--- src/rtl/decode_operand_fetch.sv ---
// Decode/operand-fetch stage: splits the instruction, reads the register file,
// flags operands to forward from execute, and stalls fetch on LOAD or after HLT.
module decode_operand_fetch #(
  parameter int DATA_W = 16,
  parameter int REG_AW = 4,
  parameter int MEM_AW = 8,
  parameter int OP_W   = 4
) (
  input  logic              clk,
  input  logic              rst,
  input  logic [15:0]       instr,
  input  logic              instrValid,
  output logic              stall,
  output logic [REG_AW-1:0] rdAddr1,
  output logic [REG_AW-1:0] rdAddr2,
  input  logic [DATA_W-1:0] rdData1,
  input  logic [DATA_W-1:0] rdData2,
  input  logic              loadDone,
  output logic [OP_W-1:0]   opcode,
  output logic [REG_AW-1:0] destReg,
  output logic [DATA_W-1:0] srcVal1,
  output logic [DATA_W-1:0] srcVal2,
  output logic [MEM_AW-1:0] memAddr,
  output logic              used1,
  output logic              used2,
  output logic              halted
);

  localparam logic [3:0] OP_HLT   = 4'd1;
  localparam logic [3:0] OP_NOT   = 4'd9;
  localparam logic [3:0] OP_LOAD  = 4'd14;
  localparam logic [3:0] OP_STORE = 4'd15;

  typedef enum logic [1:0] {
    ST_RUN  = 2'd0,
    ST_LOAD = 2'd1,
    ST_HALT = 2'd2
  } state_t;

  state_t state, state_nxt;

  logic [3:0]        op_p0;
  logic              is_alu_p0;
  logic              is_load_p0;
  logic              is_store_p0;
  logic              reads1_p0;
  logic              reads2_p0;
  logic              issue_p0;
  logic [REG_AW-1:0] addr1_p0;
  logic [REG_AW-1:0] addr2_p0;
  logic [REG_AW-1:0] dest_p0;
  logic [DATA_W-1:0] src1_p0;
  logic [DATA_W-1:0] src2_p0;
  logic [MEM_AW-1:0] mem_p0;
  logic              used1_p0;
  logic              used2_p0;

  logic [OP_W-1:0]   opcode_p1;
  logic [REG_AW-1:0] dest_p1;
  logic [DATA_W-1:0] src1_p1;
  logic [DATA_W-1:0] src2_p1;
  logic [MEM_AW-1:0] mem_p1;
  logic              used1_p1;
  logic              used2_p1;
  logic              fwd_vld_p1;
  logic [REG_AW-1:0] fwd_dest_p1;

  // ---- stage p0: control FSM (RUN / waiting on LOAD / halted) ----
  always_ff @(posedge clk) begin
    if (rst) state <= ST_RUN;
    else     state <= state_nxt;
  end

  always_comb begin
    state_nxt = state;
    case (state)
      ST_RUN: begin
        if (issue_p0 && is_load_p0)       state_nxt = ST_LOAD;
        else if (issue_p0 && op_p0 == OP_HLT) state_nxt = ST_HALT;
      end
      ST_LOAD: if (loadDone) state_nxt = ST_RUN;
      ST_HALT: state_nxt = ST_HALT;
      default: state_nxt = ST_RUN;
    endcase
  end

  // Stall depends on registered state only, so fetch never sees a path from instr.
  always_comb begin
    stall  = 1'b1;
    halted = 1'b0;
    case (state)
      ST_RUN:  stall = 1'b0;
      ST_LOAD: stall = 1'b1;
      ST_HALT: begin
        stall  = 1'b1;
        halted = 1'b1;
      end
      default: stall = 1'b1;
    endcase
  end

  // ---- stage p0: field split and operand selection ----
  always_comb begin
    op_p0       = instr[15:12];
    is_alu_p0   = (op_p0 >= 4'd2) && (op_p0 <= 4'd10);
    is_load_p0  = (op_p0 == OP_LOAD);
    is_store_p0 = (op_p0 == OP_STORE);
    reads1_p0   = is_alu_p0 || is_store_p0;
    reads2_p0   = is_alu_p0 && (op_p0 != OP_NOT);
    issue_p0    = instrValid && !stall;

    // STORE reads its data register from the destination field.
    addr1_p0 = is_store_p0 ? REG_AW'(instr[11:8]) : REG_AW'(instr[7:4]);
    addr2_p0 = REG_AW'(instr[3:0]);
    dest_p0  = REG_AW'(instr[11:8]);
    src1_p0  = reads1_p0 ? rdData1 : '0;
    src2_p0  = reads2_p0 ? rdData2 : '0;
    mem_p0   = (is_load_p0 || is_store_p0) ? MEM_AW'(instr[7:0]) : '0;

    // Only the immediately preceding ALU result is still in flight in execute.
    used1_p0 = fwd_vld_p1 && reads1_p0 && (addr1_p0 == fwd_dest_p1);
    used2_p0 = fwd_vld_p1 && reads2_p0 && (addr2_p0 == fwd_dest_p1);
  end

  assign rdAddr1 = addr1_p0;
  assign rdAddr2 = addr2_p0;

  // ---- stage p1: issue register (bubble = all-zero NOP) ----
  always_ff @(posedge clk) begin
    if (rst) begin
      opcode_p1  <= '0;
      dest_p1    <= '0;
      src1_p1    <= '0;
      src2_p1    <= '0;
      mem_p1     <= '0;
      used1_p1   <= 1'b0;
      used2_p1   <= 1'b0;
      fwd_vld_p1 <= 1'b0;
    end else if (issue_p0) begin
      opcode_p1  <= OP_W'(op_p0);
      dest_p1    <= dest_p0;
      src1_p1    <= src1_p0;
      src2_p1    <= src2_p0;
      mem_p1     <= mem_p0;
      used1_p1   <= used1_p0;
      used2_p1   <= used2_p0;
      fwd_vld_p1 <= is_alu_p0;
    end else begin
      opcode_p1  <= '0;
      dest_p1    <= '0;
      src1_p1    <= '0;
      src2_p1    <= '0;
      mem_p1     <= '0;
      used1_p1   <= 1'b0;
      used2_p1   <= 1'b0;
      fwd_vld_p1 <= 1'b0;
    end
  end

  // Forwarding tag is data; its validity is qualified by fwd_vld_p1.
  always_ff @(posedge clk) begin
    fwd_dest_p1 <= dest_p0;
  end

  assign opcode  = opcode_p1;
  assign destReg = dest_p1;
  assign srcVal1 = src1_p1;
  assign srcVal2 = src2_p1;
  assign memAddr = mem_p1;
  assign used1   = used1_p1;
  assign used2   = used2_p1;

endmodule
--- config.mk ---
export PLATFORM = sky130hd
export DESIGN_NAME = decode_operand_fetch
export DESIGN_NICKNAME = d
export VERILOG_FILES = /design/src/rtl/decode_operand_fetch.sv
export SDC_FILE = /design/constraint.sdc
export NUM_CORES = 1
export LEC_CHECK = 0
export CORE_MARGIN = 5
export CORE_UTILIZATION = 38
export CTS_BUF_LIST = sky130_fd_sc_hd__clkbuf_4 sky130_fd_sc_hd__clkbuf_8
export DETAILED_ROUTE_END_ITERATION = 10
export GPL_TIMING_DRIVEN = 0
export PLACE_DENSITY = 0.81
export SETUP_SLACK_MARGIN = 0.5
export SLEW_MARGIN = 20
export SYNTH_ARGS = -nofsm -noshare
export SYNTH_HDL_FRONTEND = slang
export SYNTH_SLANG_ARGS = --single-unit
--- constraint.sdc ---
create_clock -name clk -period 1.5 [get_ports clk]
set_input_delay 0.3 -clock clk [delete_from_list [all_inputs] [get_ports clk]]
set_output_delay 0.3 -clock clk [all_outputs]
set_load 0.1 [all_outputs]
=== Word level (Yosys, flattened, before mapping) ===
Cells that the tools add are included.

* Flip-flop bits (word level): 57

* Bitwise gates (word level): 4
* Mux-type cells: 7
* Order comparisons: 2
* Equality and inequality tests: 10
* Reductions and logical operators: 17

{| class="wikitable"
|+ Operators with widths
! cell !! count
|-
| logical AND 1 bit || 9
|-
| OR reduction 3 bit || 3
|-
| equality test 4 bit || 2
|-
| equality test 4 bit (second input constant) || 2
|-
| two-way mux 2 bit || 3
|-
| one-hot mux 2 bit (3 select lines) || 1
|-
| equality test 4 x 1 -> 1 bit (second input constant) || 1
|-
| greater-or-equal comparator 4 x 2 -> 1 bit (second input constant) || 1
|-
| <= comparator 4 bit (second input constant) || 1
|-
| two-way mux 4 bit || 1
|-
| != test 4 bit (second input constant) || 1
|-
| NOT 1 bit || 4
|-
| != test 3 bit (second input constant) || 1
|-
| equality test 2 x 1 -> 1 bit (second input constant) || 1
|-
| equality test 2 bit (second input constant) || 1
|-
| logical NOT 2 bit || 1
|-
| logical OR 1 bit || 2
|-
| two-way mux 1 bit || 2
|-
| != test 2 bit (second input constant) || 1
|-
| AND reduction 2 bit || 1
|-
| OR reduction 2 bit || 1
|}

=== Logic depth before layout (Yosys ltp) ===
Gate-level depths: netlist (run 1).

* Word-level depth: 6
* Mapped depth: 5
* Mapped depth without buffers: 4

=== Worst setup path before layout (run 1) ===
Ideal clock, no wire load.

* Kind: reg-to-output
* Start point: register state[1]
* End point: output halted
* Stages on the path, launching flop included: 2
* Arrival time: 1.770 ns
* Required time: 1.200 ns
* Buffers on the path: 0
* Slack: -0.570 ns
* Cell sequence: dfxtp_1 nor2b_1

* Longest elaborated chain between the ends: 2

{| class="wikitable"
|+ Ends and longest elaborated chain
! item !! line !! RTL
|-
| start, declared || 40 || <nowiki>state_t state, state_nxt;</nowiki>
|-
| start signal, assigned || 71 || <nowiki>else state <= state_nxt;</nowiki>
|-
| equality test 2 bit || 91 || <nowiki>case (state)</nowiki>
|-
| two-way mux 1 bit || 91 ||
|-
| end, declared || 26 || <nowiki>output logic halted</nowiki>
|}

No other way between the ends.

=== Worst setup path after layout (run 1) ===
* Start point: register state[0]
* End point: register mem_p1[2] (netlist: memAddr[2])

* Longest elaborated chain between the ends: 4

{| class="wikitable"
|+ Ends and longest elaborated chain
! item !! line !! RTL
|-
| logical NOT 2 bit || 91 ||
|-
| logical AND 1 bit || 110 || <nowiki>issue_p0 = instrValid && !stall;</nowiki>
|-
| NOT 1 bit (no line) || n/a ||
|-
| OR reduction 3 bit (no line) || n/a ||
|-
| end signal, assigned || 144 || <nowiki>mem_p1 <= mem_p0;</nowiki>
|-
| end, declared || 62 || <nowiki>logic [MEM_AW-1:0] mem_p1;</nowiki>
|}

No other way between the ends.
A chain may end at the register's enable or synchronous reset.

==> reports/qor.yml, run 1 <==
logic_synthesis:
  synth_cells: 171
  synth_compound_area_share_pct: 4.21
  synth-simple-area-share_pct: 26.1
  synth_fp_nets: 223
  async_flop_share_pct: 0
  yosysSeqAreaShare_pct: 60.0
  synth_edf_count: 0
  synth_fa_ha_area_share_pct: 0
  ys_ff_latch: 57
  synth_area_per_cell_sq_um: 11.1
  synthMuxAreaShare_pct: 2.83
  synth_top_family_by_area: "simple AND/OR/NAND/NOR gates"
  synth_xor_area_share_pct: 2.76
  synth.cell_area_sq_mm: 0.00190
  ys_types: 34
  synth_ff_type: "dfxtp_1"
  yosys_warnings: 0
die:
  die-area_sq_mm: 0.00652
  initial_core_util_pct: 39.7
  core_area_sq_mm: 0.00479
  die_w_um: 80.7
  die_h_um: 80.7
  rows: 25
  io_pins: 112
worst_hold_path:
  holdCritStartpoint: "instr[0]"
  hold_class: "primary input to flop"
  whs_endpoint: "memAddr[0]"
  worstHoldPathCells: 2
finish:
  final_nets: 360
  drive_above_1_share_pct: 60.7
  diodes: 0
  synthToLayoutAreaGrowth_pct: 126
  fillers: 180
  post-route-util_pct: 89.8
worst_setup_path:
  criticalPathCategory: "flop to flop"
  worstPathArrival_ns: 1.72
  worstPathCellList: "nor4b_4 > buf_4 > and2_4 > and2b_4 > and2_4"
  reg2reg_depth: 5
  end_kind: "flop"
  timing.rr.start: "state[0]"
  critPathSlowestCell: "dfxtp_4"
  r2r_slack_ns: 0.07
  critPathRequiredTime_ns: 1.78
  rr_endpoint: "memAddr[2]"
  crit_top_cell: "and2_4"
  cp_max_fo: 8
  start_kind: "flop"
  slowest_delay_ns: 0.36
global_routing:
  grt_pass1_wl_mm: 10.2
  grt-ovfl-total: 0
  grt_max_degree: 11
  grt_antenna_before_repair: 0
  grt_usage_pct: 21.6
  grt_pass1_vias: 1920
place:
  dp_hpwl_mm: 3.94
  portBuffers: 109
  place.gp.congestion: 0.750
route:
  ant_nets: 0
  drt_iter0_drc: 54
  drt_wl_total_mm: 7.70
  drt-pass1-iter-count: 6
  vias: 1780
  wl_per_cell_um: 20.3
  via_per_inst: 4.68
  drc: 0
sta:
  rsz0062_at_grt: "yes"
  period_minus_slack_ns: 1.43
  finalHoldViolations: 0
  slew_headroom_pct: 70.3
  fmax_mhz: 697
  setup_tns_ns: 0
  finalCritPeriodShare_pct: 95.7
  slew_violations: 0
  finClkSkew_ns: 0.0128
  tightest_slew_ns: 0.445
  setup_viol: 0
cts:
  cts_root_buf: "clkbuf_8"
  ctsLongestPathBuffers: 2
  h-tree-depth: 3
  cts_tree: "done"
  cts_buffers: 9
  clock-sinks: 57
  clk_pin_slew_ns: 0.06
  clk-insertion-delay-late_ns: 0.35
power_and_ir_drop:
  p_leak_nw: 1.87
  powerDensity_mw_per_mm2: 932
  vdd.ir_drop.worst_v: 0.000637
status:
  status: "completed"
run:
  max_cap_viol_count: 0
area by class of cell:
| cell class | instances | area, sq um | area share (%) |
|---|---|---|---|
| plain buffers | 10 | 134 | 3.12 |
| clock buffers | 13 | 166 | 3.87 |
| clock inverters | 3 | 15.0 | 0.350 |
| inverters | 6 | 22.5 | 0.524 |
| multi-input cells | 98 | 806 | 18.8 |
| flip-flops and latches | 57 | 1210 | 28.2 |
| well taps | 67 | 83.8 | 1.95 |
| repair buffers | 126 | 1860 | 43.2 |
critical path: cells and delay by family, from the launching register on:
kind,cells,cell delay [ns]
buffers and inverters,1,0.18
and+or+nand+nor,4,0.82
DFF,1,0.36
where the power goes:
| group | internal, W | switching (W) | leakage [nW] | total [W] |
|---|---|---|---|---|
| Combinational | 0.000459 | 0.000582 | 1.28 | 0.00104 |
| Clock | 0.000718 | 0.000629 | 0.100 | 0.00135 |
| Sequential | 0.00157 | 0.0000477 | 0.489 | 0.00162 |
| Total | 0.00275 | 0.00126 | 1.87 | 0.00401 |
cells by family after synthesis:
kind of cell / after synthesis
compound gates: 9
xor+xnor: 6
buf+inv: 16
flops: 57
mux: 5
simple gates: 78
cells in the mapped netlist (2+ instances only):
library cell	number	area share, %
nor2b_1	5	1.6
dfxtp_1	57	60
xnor2_1	3	1.4
buf_2	2	0.53
clkbuf_1	3	0.59
a221oi_1	2	0.92
and3_1	18	5.9
nor3_1	3	0.79
nand2b_1	2	0.66
inv_1	6	1.2
and2_1	33	11
mux2_2	3	1.8
buf_4	4	1.6
xor2_1	3	1.4
nand2_1	3	0.59
mux2i_1	2	1.1
nor2_1	5	0.99
cells in the final DEF (no fill, tap or decap), drive strengths merged:
master         instances
buf                   91
nand2                  3
a32oi                  1
clkbuf                15
and2b                  1
and2                  33
xnor2                  3
nand2b                 2
dfxtp                 57
mux2                   3
nor4b                  1
and3                  18
mux2i                  2
nand4b                 1
clkinv                 3
or3                    1
nor4                   1
inv                    6
a21o                   1
or2                    1
o2111a                 2
clkdlybuf4s15          1
o22ai                  1
a221oi                 2
nor4bb                 1
dlygate4sd2            9
xor2                   3
nor3                   3
clkdlybuf4s50         33
nor2                   5
o221a                  1
o21ai                  1
nor2b                  5
nand4                  2
through the flow:
step / hold WS (ns) / instance area [sq um] / setup WS (ns) / total power [W] / instances
2_1_floorplan: 0.328 / 2040 / 0.146 / 0.00216 / 171
3_3_place_gp: 0.471 / 3210 / -1.42 / 0.00243 / 347
3_5_place_dp: 0.469 / 3210 / -1.43 / 0.00244 / 347
4_1_cts: 0.196 / 4120 / 0.0881 / 0.00389 / 374
5_1_grt: 0.188 / 4300 / -0.00945 / 0.00412 / 380
6_report: 0.187 / 4300 / 0.0650 / 0.00401 / 380
metal layers:
layer	routed length (um)	GRT usage, %
met2	4290	42.7
met5	0	0
met1	2710	20.9
met3	540	6.76
met4	159	7.26
flip-flops by register name (all words and copies together), names as in the netlist:
| signal | flops |
|---|---|
| srcVal1 | 16 |
| fwd_vld_p1 | 1 |
| srcVal2 | 16 |
| opcode | 4 |
| state | 2 |
| fwd_dest_p1 | 4 |
| destReg | 4 |
| memAddr | 8 |
| used2 | 1 |
| used1 | 1 |
worst max path at each step:
| stage | to | from | depth (start not counted) | slack (ns) |
|---|---|---|---|---|
| 3_3_place_gp | rdAddr1[0] | instr[12] | 5 | -1.42 |
| 5_1_grt | memAddr[2] | state[0] | 5 | -0.009 |
| 3_5_place_dp | rdAddr1[0] | instr[13] | 5 | -1.43 |
| 6_report | memAddr[2] | state[0] | 5 | 0.07 |
| 2_1_floorplan | rdAddr1[1] | instr[15] | 3 | 0.15 |
| 4_1_cts | stall | state[0] | 2 | 0.09 |
timing repair:
action,4_1_cts,5_1_grt
endpoints found under the setup margin,113,112
gates resized for setup,598,33
buffers inserted,11,5
pin swaps,6,8
hold buffers,0,0
cloned,0,1
Power figures use the tool's default switching activity.
==> inputs of run 2 (changes only) <==
--- a/config.mk
+++ b/config.mk
@@ -10,7 +10,9 @@
 export CTS_BUF_LIST = sky130_fd_sc_hd__clkbuf_4 sky130_fd_sc_hd__clkbuf_8
 export DETAILED_ROUTE_END_ITERATION = 10
 export GPL_TIMING_DRIVEN = 0
+export MAX_ROUTING_LAYER = met4
 export PLACE_DENSITY = 0.81
+export RECOVER_POWER = 25
 export SETUP_SLACK_MARGIN = 0.5
 export SLEW_MARGIN = 20
 export SYNTH_ARGS = -nofsm -noshare
==> run 2 against run 1 <==
Combinational power about the same. Maximum frequency decreased by 0.14%. Setup slack worse by 0.0020 ns. Die area stayed put. Non-clock buffer count unchanged. Global-route usage up 0.72 points. Core utilization shrank 1.4 points. Sequential power about the same. Register-to-register slack hardly changed. Largest cell class unchanged.
==> reports/qor.yml, run 2 (synthesis results as in run 1) <==
route:
  via_per_inst: 4.72
  drt-pass1-iter-count: 4
  ant_nets: 0
  drt_wl_total_mm: 7.63
  drt_iter0_drc: 57
  vias: 1794
  wl_per_cell_um: 20.1
  drc: 0
power_and_ir_drop:
  p_leak_nw: 1.85
  power_w: 0.00397
  powerDensity_mw_per_mm2: 939
  vdd.ir_drop.worst_v: 0.000628
sta:
  rsz0062_at_grt: "yes"
  slew_violations: 0
  fmax_mhz: 696
  finClkSkew_ns: 0.0118
  tightest_slew_ns: 0.555
  timing.hold.ws_ns: 0.190
  period_minus_slack_ns: 1.44
  setup_viol: 0
  fin_ws_ns: 0.0630
  finalHoldViolations: 0
  finalCritPeriodShare_pct: 95.8
  slew_headroom_pct: 63.2
die:
  core_area_sq_mm: 0.00479
  initial_core_util_pct: 39.7
  io_pins: 112
  die_h_um: 80.7
  die_w_um: 80.7
  die-area_sq_mm: 0.00652
  rows: 25
finish:
  instances_no_fill: 380
  layout_common_cells: "buf_12 (59), dfxtp_2 (50), clkdlybuf4s50_1 (33)"
  drive_above_1_share_pct: 60.4
  synthToLayoutAreaGrowth_pct: 122
  final_nets: 360
  diodes: 0
  post-route-util_pct: 88.4
  fillers: 188
  mostFrequentLayoutCell: "buf_12"
worst_setup_path:
  end_kind: "flop"
  r2r_slack_ns: 0.06
  worstPathCellList: "nor4b_4 > buf_4 > and2_4 > and2b_4 > and2_4"
  reg2reg_depth: 5
  crit_top_cell: "and2_4"
  criticalPathCategory: "flop to flop"
  cp_max_fo: 8
  critPathSlowestCell: "dfxtp_4"
  start_kind: "flop"
  critPathRequiredTime_ns: 1.78
  worstPathArrival_ns: 1.71
  rr_endpoint: "memAddr[2]"
  slowest_delay_ns: 0.36
  timing.rr.start: "state[0]"
global_routing:
  grt_pass1_wl_mm: 10.3
  grt_pass1_vias: 1917
  grt_max_degree: 11
  grt_antenna_before_repair: 0
  grt_usage_pct: 22.3
  grt-ovfl-total: 0
worst_hold_path:
  holdCritStartpoint: "instr[0]"
  whs_endpoint: "memAddr[0]"
  hold_class: "primary input to flop"
  worstHoldPathCells: 2
cts:
  cts_tree: "done"
  ctsLongestPathBuffers: 2
  clk-insertion-delay-late_ns: 0.34
  cts_buffers: 9
  h-tree-depth: 3
  clk_pin_slew_ns: 0.06
  clock-sinks: 57
  cts_root_buf: "clkbuf_8"
run:
  max_cap_viol_count: 0
place:
  portBuffers: 109
  place.gp.congestion: 0.759
  place_inst: 347
  pre_cts_ws_ns: -1.43
  dp_hpwl_mm: 3.94
status:
  status: "completed"
-- run 2: cell count changes in the layout (fill, tap and decap cells not counted) --
| cell | change |
|---|---|
| or3_4 | -1 |
| or3_1 | +1 |
| buf_12 | -4 |
| clkdlybuf4s15_1 | -1 |
| clkbuf_2 | +4 |
| clkdlybuf4s25_1 | +1 |
-- run 2: stage by stage --
| stage | instance area [sq um] | TNS, ns |
|---|---|---|
| after CTS | 4120 | 0 |
| final | 4230 | 0 |
| after detailed placement | 3210 | -40.74 |
| after global placement | 3210 | -40.39 |
| after global routing | 4230 | -0.0141 |
| after floorplan | 2040 | 0 |
-- run 2: worst max-delay path by stage --
stage,slack [ns],depth (start not counted),start,end
after floorplan,0.15,3,instr[15],rdAddr1[1]
after global placement,-1.42,5,instr[12],rdAddr1[0]
after detailed placement,-1.43,5,instr[13],rdAddr1[0]
after CTS,0.09,2,state[0],stall
after global routing,-0.009,5,state[0],memAddr[2]
final,0.06,5,state[0],memAddr[2]
-- run 2: repair_timing --
action	4_1_cts	5_1_grt
hold buffers	0	0
pin swaps	6	8
endpoints found under the setup margin	113	112
setup buffers	11	5
cloned	0	1
resized for setup	598	33
hold endpoints to repair	0	0
-- run 2: power by group --
group          switching (W)  total (W)  internal (W)
Combinational       0.000576    0.00102      0.000440
Sequential         0.0000478    0.00162       0.00157
Clock               0.000620    0.00134      0.000719
-- run 2: critical path: cells and delay by family, from the launching register on --
kind	cells	cell delay [ns]
AND/OR/NAND/NOR	4	0.82
buffers and inverters	1	0.19
flip-flops	1	0.36
-- run 2: metal layers --
layer / global-route usage [%] / up-vias / part of all wire [%]
met4: 7.26 / 0 / 2.0
met3: 6.87 / 18 / 6.9
met1: 21.1 / 856 / 35
met5: - / - / 0
li1: - / 846 / -
met2: 42.7 / 74 / 56
-- run 2: layout make-up --
cell class,count,area [sq um],share of cell area [%]
repair buffers,126,1800,42.5
flip-flops and latches,57,1210,28.6
multi-input cells,98,801,18.9
clock buffers,13,166,3.93
plain buffers,10,134,3.16
well taps,67,83.8,1.98
inverters,6,22.5,0.532
clock inverters,3,15.0,0.355
==> inputs of run 3 (changes only) <==
--- a/config.mk
+++ b/config.mk
@@ -18,3 +18,4 @@
 export SYNTH_ARGS = -nofsm -noshare
 export SYNTH_HDL_FRONTEND = slang
 export SYNTH_SLANG_ARGS = --single-unit
+export TNS_END_PERCENT = 1
==> run 3 against run 2 <==
Maximum frequency increased by 2.0%. Clock skew decreased by 0.0039 ns. Largest cell class is now sequential cells. Cell count decreased by 1.6%. Critical path type is now primary input to output pin. Power decreased by 8.3%. Sequential share of layout area increased by 7.0 points. Sequential power decreased by 2%.
==> reports/qor.yml, run 3 (synthesis results as in run 1) <==
power_and_ir_drop:
  p_switching_w: 0.00110
  pwr-share-clk_pct: 34.4
  p_seq_share_pct: 43.4
  power.internal_w: 0.00255
  vdd.ir_drop.worst_v: 0.000631
  powerDensity_mw_per_mm2: 1130
  p_leak_nw: 1.60
  p_comb_share_pct: 22.2
  p_sw_share_pct: 30.1
die:
  die_h_um: 80.7
  die_w_um: 80.7
  rows: 25
  io_pins: 112
  die-area_sq_mm: 0.00652
  core_area_sq_mm: 0.00479
  initial_core_util_pct: 39.7
worst_setup_path:
  worstPathArrival_ns: 1.11
  cp_num_buf_inv: 2
  cp_top_family: "multiplexers"
  worstPathCellList: "buf_12 > nand4_4 > mux2_4 > buf_12"
  crit_top_cell: "buf_12"
  slowest_delay_ns: 0.37
  cp_max_fo: 9
  critPathRequiredTime_ns: 1.20
  end_kind: "output pin"
  timing.rr.start: "state[0]"
  r2r_slack_ns: 0.11
  start_kind: "primary input"
  rr_endpoint: "srcVal2[6]"
  critPathSlowestCell: "mux2_4"
  reg2reg_depth: 5
  criticalPathCategory: "primary input to output pin"
sta:
  rsz0062_at_grt: "yes"
  finalHoldViolations: 0
  finalCritPeriodShare_pct: 93.9
  timing.hold.ws_ns: 0.221
  slew_violations: 0
  fmax_mhz: 710
  slew_headroom_pct: 62.9
  finClkSkew_ns: 0.00790
  period_minus_slack_ns: 1.41
  setup_viol: 0
  tightest_slew_ns: 0.556
status:
  status: "completed"
cts:
  clk_pin_slew_ns: 0.06
  ctsLongestPathBuffers: 2
  clock-sinks: 57
  cts_tree: "done"
  cts_buffers: 9
  cts_hold_buffers: 0
  clk-insertion-delay-late_ns: 0.32
  cts_root_buf: "clkbuf_8"
  h-tree-depth: 3
route:
  ant_nets: 0
  vias: 1653
  drt_iter0_drc: 43
  drc: 0
  drt_wl_total_mm: 5.33
  drt-pass1-iter-count: 5
  wl_per_cell_um: 14.2
  via_per_inst: 4.42
global_routing:
  grt-ovfl-total: 0
  grt_pass1_wl_mm: 8.16
  grt_pass1_vias: 1657
  grt_antenna_before_repair: 0
  grt_max_degree: 11
  grt_usage_pct: 17.2
finish:
  mostFrequentLayoutCell: "dfxtp_1"
  layout_common_cells: "dfxtp_1 (55), buf_2 (40), clkdlybuf4s50_1 (34)"
  synthToLayoutAreaGrowth_pct: 69.4
  post-route-util_pct: 67.3
  diodes: 0
  final_nets: 354
  design_area_sq_mm: 0.00322
  drive_above_1_share_pct: 36.2
worst_hold_path:
  whs_endpoint: "opcode[2]"
  worstHoldPathCells: 2
  hold_class: "primary input to flop"
  holdCritStartpoint: "instr[14]"
place:
  dpl-instance-area_sq_mm: 0.00314
  place.gp.congestion: 0.735
  dp_hpwl_mm: 4.00
  portBuffers: 109
run:
  max_cap_viol_count: 0
[run 3: area by class of cell]
class                      count  area, sq um
fill                         382         1560
sequential                    57         1150
timing repair buffer         120          958
multi-input combinational     98          731
clock buffer                  13          166
buffer                        10         96.3
tap                           67         83.8
inverter                       6         22.5
clock inverter                 3         15.0
[run 3: worst max-delay path by stage]
stage                   start         end  slack [ns]  depth (start not counted)
global placement    instr[12]  rdAddr1[0]       -1.46                          5
global route         state[0]  srcVal2[4]        0.03                          5
detailed placement  instr[12]  rdAddr1[0]       -1.48                          5
floorplan           instr[15]  rdAddr1[1]        0.15                          3
finish              instr[14]  rdAddr1[3]        0.09                          4
CTS                  state[1]       stall        0.09                          2
[run 3: through the flow]
stage          power, W  setup TNS, ns  cells  setup WS [ns]
6_report        0.00364              0    374         0.0913
5_1_grt         0.00381              0    374         0.0317
4_1_cts         0.00369              0    373         0.0854
3_5_place_dp    0.00243         -43.51    347          -1.48
3_3_place_gp    0.00242         -42.04    347          -1.46
2_1_floorplan   0.00215              0    171          0.146
[run 3: power groups by stage]
stage          Clock (W)  Combinational [W]  Sequential [W]
2_1_floorplan          0           0.000240         0.00191
5_1_grt          0.00139           0.000843         0.00158
6_report         0.00125           0.000809         0.00158
4_1_cts          0.00129           0.000827         0.00158
3_3_place_gp           0           0.000804         0.00161
3_5_place_dp           0           0.000812         0.00162
[run 3: routing by layer]
layer	GRT usage [%]	share of wire [%]	vias up
li1	-	-	826
met1	18.8	40	744
met2	29.6	52	73
met3	4.77	7.2	10
met4	6.59	1.5	0
met5	-	0	-
[run 3: what timing repair did]
item | in CTS | in global routing
resized for setup | 374 | 4
gates cloned | 1 | 0
setup buffers | 9 | 1
setup endpoints to repair | 113 | 112
pin swaps | 4 | 4
